--- config.mk ---
export PLATFORM = sky130hd
export DESIGN_NAME = instruction_fetch_flat
export DESIGN_NICKNAME = d
export VERILOG_FILES = /design/src/rtl/instruction_fetch_pkg.sv /design/src/rtl/instruction_fetch_if.sv /design/src/rtl/instruction_fetch.sv /design/src/flat_wrapper.sv
export SDC_FILE = /design/constraint.sdc
export NUM_CORES = 1
export LEC_CHECK = 0
export ABC_AREA = 1
export CORE_MARGIN = 2
export CORE_UTILIZATION = 47
export CTS_CLUSTER_SIZE = 25
export DETAILED_ROUTE_END_ITERATION = 10
export GPL_TIMING_DRIVEN = 0
export PLACE_DENSITY = 0.86
export SYNTH_ARGS = -nofsm -noshare
export SYNTH_HDL_FRONTEND = slang
export SYNTH_SLANG_ARGS = --single-unit
--- constraint.sdc ---
create_clock -name clk -period 3.5 [get_ports clk]
set_clock_uncertainty 0.2 [all_clocks]
set_input_delay 0.875 -clock clk [delete_from_list [all_inputs] [get_ports clk]]
set_output_delay 0.875 -clock clk [all_outputs]
set_load 0.03 [all_outputs]
--- src/rtl/instruction_fetch_pkg.sv ---
// Shared types and constants for the memory-side pipeline stages.
// Holds the address/data widths, the default halt encoding and the fetch FSM encoding.
package instruction_fetch_pkg;

  localparam int ADDR_W = 16;
  localparam int DATA_W = 32;

  typedef logic [ADDR_W-1:0] addr_t;
  typedef logic [DATA_W-1:0] word_t;

  localparam word_t HALT_WORD_DEFAULT = 32'hFFFF_FFFF;

  typedef enum logic [2:0] {
    IDLE   = 3'd0,
    ISSUE  = 3'd1,
    LATCH  = 3'd2,
    HOLD   = 3'd3,
    HALTED = 3'd4
  } fetch_state_e;

endpackage

--- src/rtl/instruction_fetch_if.sv ---
// Bundle of the fetch stage's control, instruction-memory and decode-side signals.
// master = fetch unit, slave = the environment (memory, decode, branch logic).
interface instruction_fetch_if;
  import instruction_fetch_pkg::*;

  logic  enable;
  logic  redirect_valid;
  addr_t redirect_pc;
  logic  imem_rd;
  logic  imem_wn;
  addr_t imem_address;
  word_t imem_read_data;
  logic  out_valid;
  logic  out_ready;
  word_t out_instr;
  addr_t out_pc;
  logic  halted;

  modport master (
    input  enable, redirect_valid, redirect_pc, imem_read_data, out_ready,
    output imem_rd, imem_wn, imem_address, out_valid, out_instr, out_pc, halted
  );

  modport slave (
    output enable, redirect_valid, redirect_pc, imem_read_data, out_ready,
    input  imem_rd, imem_wn, imem_address, out_valid, out_instr, out_pc, halted
  );

endinterface

--- src/rtl/instruction_fetch.sv ---
// Instruction fetch unit: one word per three cycles into a valid/ready decode port,
// with redirect, halt-word detection and 16-bit wrapping PC.
//
// state  | meaning
// IDLE   | waiting for enable, no memory traffic
// ISSUE  | imem_rd asserted at pc
// LATCH  | memory data returned, captured into the output register
// HOLD   | out_valid high until decode accepts
// HALTED | halt word delivered, waiting for redirect or reset
module instruction_fetch
  import instruction_fetch_pkg::*;
#(
  parameter addr_t RESET_PC  = 16'h0000,
  parameter word_t HALT_WORD = HALT_WORD_DEFAULT
) (
  input logic          clk,
  input logic          reset_n,
  instruction_fetch_if.master bus
);

  fetch_state_e state, state_nxt;
  addr_t        pc, pc_nxt;
  logic         out_valid_q, out_valid_nxt;
  word_t        out_instr_q, out_instr_nxt;
  addr_t        out_pc_q, out_pc_nxt;

  always_ff @(posedge clk) begin
    if (!reset_n) begin
      state       <= IDLE;
      pc          <= RESET_PC;
      out_valid_q <= 1'b0;
      out_instr_q <= '0;
      out_pc_q    <= '0;
    end else begin
      state       <= state_nxt;
      pc          <= pc_nxt;
      out_valid_q <= out_valid_nxt;
      out_instr_q <= out_instr_nxt;
      out_pc_q    <= out_pc_nxt;
    end
  end

  always_comb begin
    state_nxt     = state;
    pc_nxt        = pc;
    out_valid_nxt = out_valid_q;
    out_instr_nxt = out_instr_q;
    out_pc_nxt    = out_pc_q;

    case (state)
      IDLE: begin
        if (bus.enable) state_nxt = ISSUE;
      end
      ISSUE: begin
        state_nxt = LATCH;
      end
      LATCH: begin
        out_instr_nxt = bus.imem_read_data;
        out_pc_nxt    = pc;
        out_valid_nxt = 1'b1;
        pc_nxt        = pc + addr_t'(1);
        state_nxt     = HOLD;
      end
      HOLD: begin
        if (bus.out_ready) begin
          out_valid_nxt = 1'b0;
          if (out_instr_q == HALT_WORD) state_nxt = HALTED;
          else if (bus.enable)          state_nxt = ISSUE;
          else                          state_nxt = IDLE;
        end
      end
      HALTED: begin
        state_nxt = HALTED;
      end
      default: begin
        state_nxt = IDLE;
      end
    endcase

    // Redirect overrides everything; a same-cycle transfer still completes since
    // out_valid drops, but the captured word and halt detection are discarded.
    if (bus.redirect_valid) begin
      pc_nxt        = bus.redirect_pc;
      out_valid_nxt = 1'b0;
      out_instr_nxt = out_instr_q;
      out_pc_nxt    = out_pc_q;
      state_nxt     = bus.enable ? ISSUE : IDLE;
    end
  end

  assign bus.imem_rd      = reset_n && (state == ISSUE);
  assign bus.imem_wn      = 1'b0;
  assign bus.imem_address = pc;
  assign bus.out_valid    = out_valid_q;
  assign bus.out_instr    = out_instr_q;
  assign bus.out_pc       = out_pc_q;
  assign bus.halted       = reset_n && (state == HALTED);

endmodule

--- src/flat_wrapper.sv ---
// flat-port wrapper written by rule: the top's interface ports become plain ports
module instruction_fetch_flat import instruction_fetch_pkg::*;
#(
  parameter addr_t RESET_PC  = 16'h0000,
  parameter word_t HALT_WORD = HALT_WORD_DEFAULT
)
  (clk, reset_n, bus_enable, bus_redirect_valid, bus_redirect_pc, bus_imem_read_data, bus_out_ready, bus_imem_rd, bus_imem_wn, bus_imem_address, bus_out_valid, bus_out_instr, bus_out_pc, bus_halted);
  instruction_fetch_if bus_i ();
  input logic clk;
  input logic reset_n;
  input wire logic [$bits(bus_i.enable)-1:0] bus_enable;
  input wire logic [$bits(bus_i.redirect_valid)-1:0] bus_redirect_valid;
  input wire logic [$bits(bus_i.redirect_pc)-1:0] bus_redirect_pc;
  input wire logic [$bits(bus_i.imem_read_data)-1:0] bus_imem_read_data;
  input wire logic [$bits(bus_i.out_ready)-1:0] bus_out_ready;
  output wire logic [$bits(bus_i.imem_rd)-1:0] bus_imem_rd;
  output wire logic [$bits(bus_i.imem_wn)-1:0] bus_imem_wn;
  output wire logic [$bits(bus_i.imem_address)-1:0] bus_imem_address;
  output wire logic [$bits(bus_i.out_valid)-1:0] bus_out_valid;
  output wire logic [$bits(bus_i.out_instr)-1:0] bus_out_instr;
  output wire logic [$bits(bus_i.out_pc)-1:0] bus_out_pc;
  output wire logic [$bits(bus_i.halted)-1:0] bus_halted;
  assign bus_i.enable = bus_enable;
  assign bus_i.redirect_valid = bus_redirect_valid;
  assign bus_i.redirect_pc = bus_redirect_pc;
  assign bus_i.imem_read_data = bus_imem_read_data;
  assign bus_i.out_ready = bus_out_ready;
  assign bus_imem_rd = bus_i.imem_rd;
  assign bus_imem_wn = bus_i.imem_wn;
  assign bus_imem_address = bus_i.imem_address;
  assign bus_out_valid = bus_i.out_valid;
  assign bus_out_instr = bus_i.out_instr;
  assign bus_out_pc = bus_i.out_pc;
  assign bus_halted = bus_i.halted;
  instruction_fetch #(.RESET_PC(RESET_PC), .HALT_WORD(HALT_WORD)) u_core (.clk(clk), .reset_n(reset_n), .bus(bus_i));
endmodule
==> parameters.txt, run 1 <==
Parameter                              Value

Outcome
  Outcome    finished clean

Synthesis
  Number of nets produced by synthesis    a little under 500
  Count of synthesis-stage warnings from yosys    0
  Number of instances in the synthesized netlist    ~440
  Proportion of synthesized chip area in sequential cells    between 40 and 50%
  Avg Synthesized Cell Area    between 7 and 8 µm²
  Yosys reg bits    68
  Synth top area cells    dfxtp_1 44%, nor2_1 13%, nand2_1 10%
  Share of the synthesized area in the top cell type    44.4%
  Number of unique standard cell types used by synthesis    32
  Post-synthesis instance area    between 0.003 and 0.004 mm²
  Leading area contributor after synthesis    dfxtp_1

GRT
  Layer with the highest usage    met2
  Initial antenna violation count    0
  Maximum number of pins on one net before global-route repair    20
  Gr usage total    25.7%
  Met2 usage in global routing    ~45%
  Overflow after GRT    0
  Number of global-route vias before repair    ~3.3k
  Met3 usage in global routing    9.92%
  First-pass GRT wire length    ~15000 µm
  Met1 track demand over resource in global routing    28.6%

CTS
  Clock input transition at the sequential cells of the worst setup and hold paths    approximately 0.070 ns
  TritonCTS Buffers    9
  TritonCTS clock tree    done
  Count of H-tree levels built during CTS    3
  Buffer levels on the longest clock path    2
  Skew-Pair Late Insertion Delay    about 0.35 ns
  Sink count of the clock tree    68
  Root cell of the clock tree    clkbuf_8

STA
  Post-Route Setup TNS    0 ns
  Post-Route Hold Slack    0.267 ns
  Post-layout minimum cycle time    between 3 and 4 ns
  Count of final hold-check violations    0
  Number of slew-limit violations in the final report    0
  Highest clock frequency the design can meet    0.302 GHz
  Setup violators final    0
  Final cycle utilization of the critical path    94.6%
  Setup repair after global routing missed its margin    no

Route
  Remaining antenna violation count    0
  Routed vias    ~3.4k
  Detailed Route WL    about 9100 µm
  First-pass detailed-route iteration total    4
  Average detailed-routed wire length per instance    14.0 µm
  Number of DRC markers in iteration 0    about 180
  Vias per cell    roughly 5.2
  Total DRC errors in the routed layout    0

Pwr
  Cell internal power dissipation    1.21 mW
  Sw power    0.443 mW
  Worst ir drop on vdd    ~0.25 mV
  Power density relative to cell area    around 370 mW/mm²
  Sw Share    a little over a quarter
  Leakage power figure    approximately 1.8 nW
  Combinational share of power    between 10% and 20%
  Seq pwr share    between 40 and 50%
  Clock network power share    between 30% and 40%

Floorplanning
  Number of top-level pins    around 120
  Die Height    84.8 µm
  Die Footprint    slightly above 0.007 mm²
  Core box area    0.00635 mm²
  Initial standard-cell utilization of the core    roughly half
  Number of rows created at floorplan    29
  Horizontal die dimension    between 80 and 90 µm

Setup path
  Type of the worst setup path    input port to output port
  Length in cells of the worst reg-to-reg path    12
  Critical path launch point    reset_n
  Arrival time at the worst endpoint    about 2.2 ns
  Critical path capture point type    output port
  Data required time of the critical path    approximately 2.4 ns
  Largest fanout on the critical path    19
  Family with the most delay on the worst path    buffers and inverters
  Reg2Reg Launch Point    u_core.bus.imem_address[0]
  Capture point of the worst reg-to-reg path    u_core.bus.imem_address[14]
  Critical path destination    bus_halted
  Cell at the slowest stage of the critical path    clkdlybuf4s50_1
  Peak per-stage delay on the critical path    about 0.6 ns
  Chain of cells forming the critical path    clkdlybuf4s50_1 -> inv_1 -> buf_2 -> nor2_1 -> clkbuf_2
  Setup crit start kind    input port
  Number of buffer and inverter stages on the critical path    4
  Worst reg-to-reg setup slack    around 1.7 ns
  Count of cell instances traversed by the critical path    5

Layout
  Count of antenna diodes in the layout    0
  FF/Latch Area    0.00136 mm²
  Fraction of layout instances using a drive strength above 1    between 8 and 9%
  Filler cells    492
  Number of nets in the final layout    619
  Total area of multi-input combinational cells    around 0.0014 mm²
  Signed area change from the synthesized netlist to the final layout    47.0%

Place
  Total of buffers placed on input and output ports    about 120
  HPWL Detailed    6790 µm
  Gpl congestion    about 0.85

Min path
  Hold path cells    2
  Class of the worst hold path    flip-flop to flip-flop

Flow run
  Number of max-cap violations    0
==> logic make-up after synthesis <==
| logic type | after synthesis | share of synthesized area (%) |
|---|---|---|
| AND/OR/NAND/NOR | 228 | 31.9 |
| AO/OA/AOI/OAI | 80 | 13.8 |
| flip-flops | 68 | 44.4 |
| buffers and inverters | 55 | 8.52 |
| XOR/XNOR | 3 | 0.856 |
| adder cells (fa/ha/maj) | 1 | 0.408 |
| other | 1 | 0.122 |
==> worst register-to-register path, stage by stage, from the launching register on <==
cell      delay [ns]
dfxtp_1         0.42
ha_1            0.20
nand2_2         0.09
nor2_2          0.12
nand2_1         0.09
nor2_2          0.15
nand2_1         0.10
clkinv_1        0.08
nand2_1         0.05
nand2_1         0.06
nand3_1         0.06
nand2_1         0.06
inv_1           0.04
==> routing by layer <==
metal	wire, µm	part of all wire [%]	up-vias
met5	0	0	-
met4	164	1.8	0
met3	973	11	16
met2	4260	47	140
met1	3670	40	1556
li1	-	-	1655
==> timing repair <==
action                     4_1_cts  5_1_grt
gates resized for setup          2        5
cloned                           0        0
hold buffers                     0        0
setup endpoints to repair        2        2
setup buffers                    0        0
==> registers in the layout, summed over array words and instances, names as in the netlist <==
name                     flops
u_core.bus.imem_address     16
u_core.bus.out_instr        32
u_core.bus.out_pc           16
u_core.bus.out_valid         1
u_core.state                 3
==> worst min path at each step <==
stage | startpoint | endpoint | slack [ns]
after global placement | u_core.bus.out_pc[8] | u_core.bus.out_pc[8] | 0.25
after detailed placement | u_core.bus.out_pc[8] | u_core.bus.out_pc[8] | 0.26
after floorplan | u_core.state[0] | u_core.state[0] | 0.31
after CTS | u_core.bus.out_pc[8] | u_core.bus.out_pc[8] | 0.27
after global routing | u_core.bus.out_pc[8] | u_core.bus.out_pc[8] | 0.29
final | u_core.bus.out_pc[8] | u_core.bus.out_pc[8] | 0.27
==> synthesized netlist by cell type (all sizes together) <==
cell type / instances
conb: 1
o211a: 1
o211ai: 1
buf: 12
clkinv: 1
a211oi: 1
or2: 1
clkbuf: 9
a31oi: 7
nand4: 4
nand3: 13
nor3: 9
o21ai: 54
nand2: 87
nand3b: 3
nor2: 110
dfxtp: 68
ha: 1
a21oi: 16
inv: 33
nor4: 1
xor2: 3
==> power groups by stage <==
stage	combinational, mW	sequential [mW]	clock, mW
after CTS	0.249	0.822	0.581
after global placement	0.245	0.838	0
after global routing	0.266	0.825	0.624
final	0.249	0.823	0.577
after floorplan	0.0768	0.878	0
after detailed placement	0.249	0.839	0
==> stage by stage <==
| stage | setup slack (ns) | cell area [µm²] | std cells | util [%] | total power, mW |
|---|---|---|---|---|---|
| after floorplan | 0.556 | 3070 | 436 | - | 0.955 |
| after global placement | -0.565 | 4360 | 632 | 68.6 | 1.08 |
| after detailed placement | -0.568 | 4360 | 632 | 68.6 | 1.09 |
| after CTS | 0.00791 | 4520 | 646 | 71.2 | 1.65 |
| after global routing | 0.107 | 4510 | 646 | 71.1 | 1.72 |
| final | 0.189 | 4510 | 646 | 71.1 | 1.65 |
==> cell usage in the layout, fill, tap and decap left out, types with 2 or more instances in the layout <==
cell / n
buf_6: 6
clkbuf_1: 10
inv_1: 28
clkbuf_8: 11
clkdlybuf4s50_1: 117
nand3b_1: 3
clkinv_2: 2
nor3_1: 5
a21oi_1: 16
nor3_2: 4
inv_2: 5
a31oi_1: 7
nand4_1: 4
o21ai_1: 2
o21ai_0: 52
dfxtp_1: 68
nand2_2: 3
nand2_1: 83
nand3_1: 12
xor2_1: 3
nor2_2: 3
nor2_1: 105
clkbuf_2: 2
buf_2: 5
nor2_4: 2
==> final cells by class <==
type | instances | area share, %
buffer | 20 | 2.88
sequential | 68 | 30.2
inverter | 34 | 2.83
multi-input combinational | 313 | 32.1
clock buffer | 13 | 3.52
tap | 77 | 2.14
clock inverter | 2 | 0.222
timing repair buffer | 119 | 26.2
Note: power is estimated with default switching activity, not from simulation.
==> inputs of run 2 (changes only) <==
--- a/config.mk
+++ b/config.mk
@@ -6,11 +6,12 @@
 export NUM_CORES = 1
 export LEC_CHECK = 0
 export ABC_AREA = 1
-export CORE_MARGIN = 2
+export CORE_MARGIN = 3
 export CORE_UTILIZATION = 47
 export CTS_CLUSTER_SIZE = 25
 export DETAILED_ROUTE_END_ITERATION = 10
 export GPL_TIMING_DRIVEN = 0
+export HOLD_SLACK_MARGIN = 0.08
 export PLACE_DENSITY = 0.86
 export SYNTH_ARGS = -nofsm -noshare
 export SYNTH_HDL_FRONTEND = slang
==> run 2 against run 1 <==
  * Sequential share of layout area barely moved
  * Combinational power hardly changed
  * Critical endpoint is now bus_imem_rd
  * Non-clock buffer count is the same
  * Die area is 4.8% higher
  * Sequential power is essentially flat
==> parameters.txt, run 2 (synthesis results as in run 1) <==
Parameter                              Value

Place
  Placed cell area    roughly 0.0044 mm²
  Gpl congestion    roughly 0.85
  Place WS    -0.551 ns
  Total of buffers placed on input and output ports    around 120
  HPWL Detailed    6920 µm

Pwr
  Seq pwr share    roughly half
  Power density relative to cell area    364 mW/mm²
  Sw power    0.437 mW
  Leakage power figure    between 1.5 and 2 nW
  Cell internal power dissipation    about 1.2 mW
  Worst ir drop on vdd    0.278 mV
  Sw Share    around a quarter
  Combinational share of power    between 15 and 20%
  Clock network power share    a little over a third

Layout
  Layout Utilization    between 70% and 80%
  Commonest non-fill, non-tap cell in the layout    clkdlybuf4s50_1
  Filler cells    about 470
  Largest register FFs    32
  Signed area change from the synthesized netlist to the final layout    47.0%
  Highest-count cells in the layout ignoring fill and taps    117 x clkdlybuf4s50_1, 105 x nor2_1, 83 x nand2_1, 68 x dfxtp_1, 52 x o21ai_0
  Final std cell area, no fill    ~0.0045 mm²
  Count of antenna diodes in the layout    0
  Fraction of layout instances using a drive strength above 1    just over 8%
  Number of nets in the final layout    between 600 and 700

STA
  Final cycle utilization of the critical path    a little over nine tenths
  Post-layout minimum cycle time    3.40 ns
  Final critical-path setup slack    between 0.1 and 0.15 ns
  Setup violators final    0
  Highest clock frequency the design can meet    roughly 0.3 GHz
  Count of final hold-check violations    0
  Post-Route Hold Slack    about 0.27 ns
  Setup repair after global routing missed its margin    no
  Number of slew-limit violations in the final report    0

Min path
  Terminating pin of the worst hold path    u_core.bus.out_pc[8]
  Critical hold path startpoint    u_core.bus.out_pc[8]
  Class of the worst hold path    flip-flop to flip-flop
  Hold path cells    2

GRT
  Overflow after GRT    0
  Number of global-route vias before repair    about 3.3k
  First-pass GRT wire length    approximately 15000 µm
  Initial antenna violation count    0
  Maximum number of pins on one net before global-route repair    20
  Gr usage total    between 20 and 30%

Floorplanning
  Die Height    86.8 µm
  Core box area    0.00613 mm²
  Number of rows created at floorplan    28
  Die Footprint    between 0.007 and 0.008 mm²
  Horizontal die dimension    between 80 and 90 µm
  Initial standard-cell utilization of the core    around half
  Number of top-level pins    about 120

Setup path
  Data required time of the critical path    between 2 and 2.5 ns
  Setup crit start kind    input port
  Capture point of the worst reg-to-reg path    u_core.bus.imem_address[14]
  Largest fanout on the critical path    6
  Arrival time at the worst endpoint    roughly 2.3 ns
  Critical path capture point type    output port
  Type of the worst setup path    input port to output port
  Worst reg-to-reg setup slack    1.70 ns
  Length in cells of the worst reg-to-reg path    12
  Reg2Reg Launch Point    u_core.bus.imem_address[0]

CTS
  Skew-Pair Late Insertion Delay    ~0.34 ns
  CTS hold repair buffers    0
  Count of H-tree levels built during CTS    3
  Buffer levels on the longest clock path    2
  Sink count of the clock tree    between 60 and 70
  Clock input transition at the sequential cells of the worst setup and hold paths    approximately 0.07 ns
  TritonCTS clock tree    done
  Root cell of the clock tree    clkbuf_8
  TritonCTS Buffers    9

Route
  Detailed Route WL    approximately 9300 µm
  Number of DRC markers in iteration 0    280
  First-pass detailed-route iteration total    8
  Vias per cell    between 5 and 6
  Routed vias    approximately 3.3k
  Average detailed-routed wire length per instance    14.4 µm
  Remaining antenna violation count    0
  Total DRC errors in the routed layout    0

Outcome
  Outcome    finished clean

Flow run
  Number of max-cap violations    0
==> run 2: how the worst max path moves through the flow <==
stage	from	endpoint	slack (ns)	depth (start not counted)
final	reset_n	bus_imem_rd	0.10	4
after global routing	reset_n	bus_imem_rd	0.01	4
after CTS	reset_n	bus_halted	0.04	5
after detailed placement	reset_n	bus_halted	-0.55	6
after global placement	reset_n	bus_halted	-0.56	6
after floorplan	reset_n	bus_imem_rd	0.56	2
==> run 2: layout make-up <==
class                           count  area [µm²]  area share (%)
Tap cell                           75        93.8            2.08
Inverter                           34         128            2.83
Multi-Input combinational cell    313        1450            32.0
Clock buffer                       13         159            3.52
Sequential cell                    68        1360            30.2
Buffer                             20         130            2.88
Timing Repair Buffer              119        1180            26.3
Clock inverter                      2        10.0           0.222
==> run 2: layer usage <==
layer	track usage [%]	vias to the layer above	routed length [µm]
met1	31.1	1520	3870
met3	8.56	16	912
met4	8.92	0	117
met5	0	-	0
li1	-	1647	-
met2	41.1	160	4390
==> run 2: worst max-delay path: stages <==
cell,delay (ns)
clkdlybuf4s50_1,0.60
inv_1,0.10
nor4_1,0.30
dlygate4sd2_1,0.46
==> run 2: what timing repair did <==
item | 4_1_cts | 5_1_grt
setup buffers | 0 | 0
endpoints found under the setup margin | 2 | 1
gates resized for setup | 2 | 2
==> run 2: per-stage QoR <==
stage | total power, mW | instances | setup TNS, ns
after floorplan | 0.955 | 436 | 0
after global placement | 1.08 | 630 | -0.787
final | 1.64 | 644 | 0
after global routing | 1.71 | 644 | 0
after CTS | 1.64 | 644 | 0
after detailed placement | 1.09 | 630 | -0.760
==> run 2: power groups by stage <==
| stage | sequential [mW] | combinational [mW] | clock [mW] |
|---|---|---|---|
| after floorplan | 0.878 | 0.0768 | 0 |
| after global placement | 0.838 | 0.245 | 0 |
| after detailed placement | 0.839 | 0.250 | 0 |
| after CTS | 0.822 | 0.251 | 0.572 |
| after global routing | 0.825 | 0.269 | 0.613 |
| final | 0.822 | 0.250 | 0.571 |
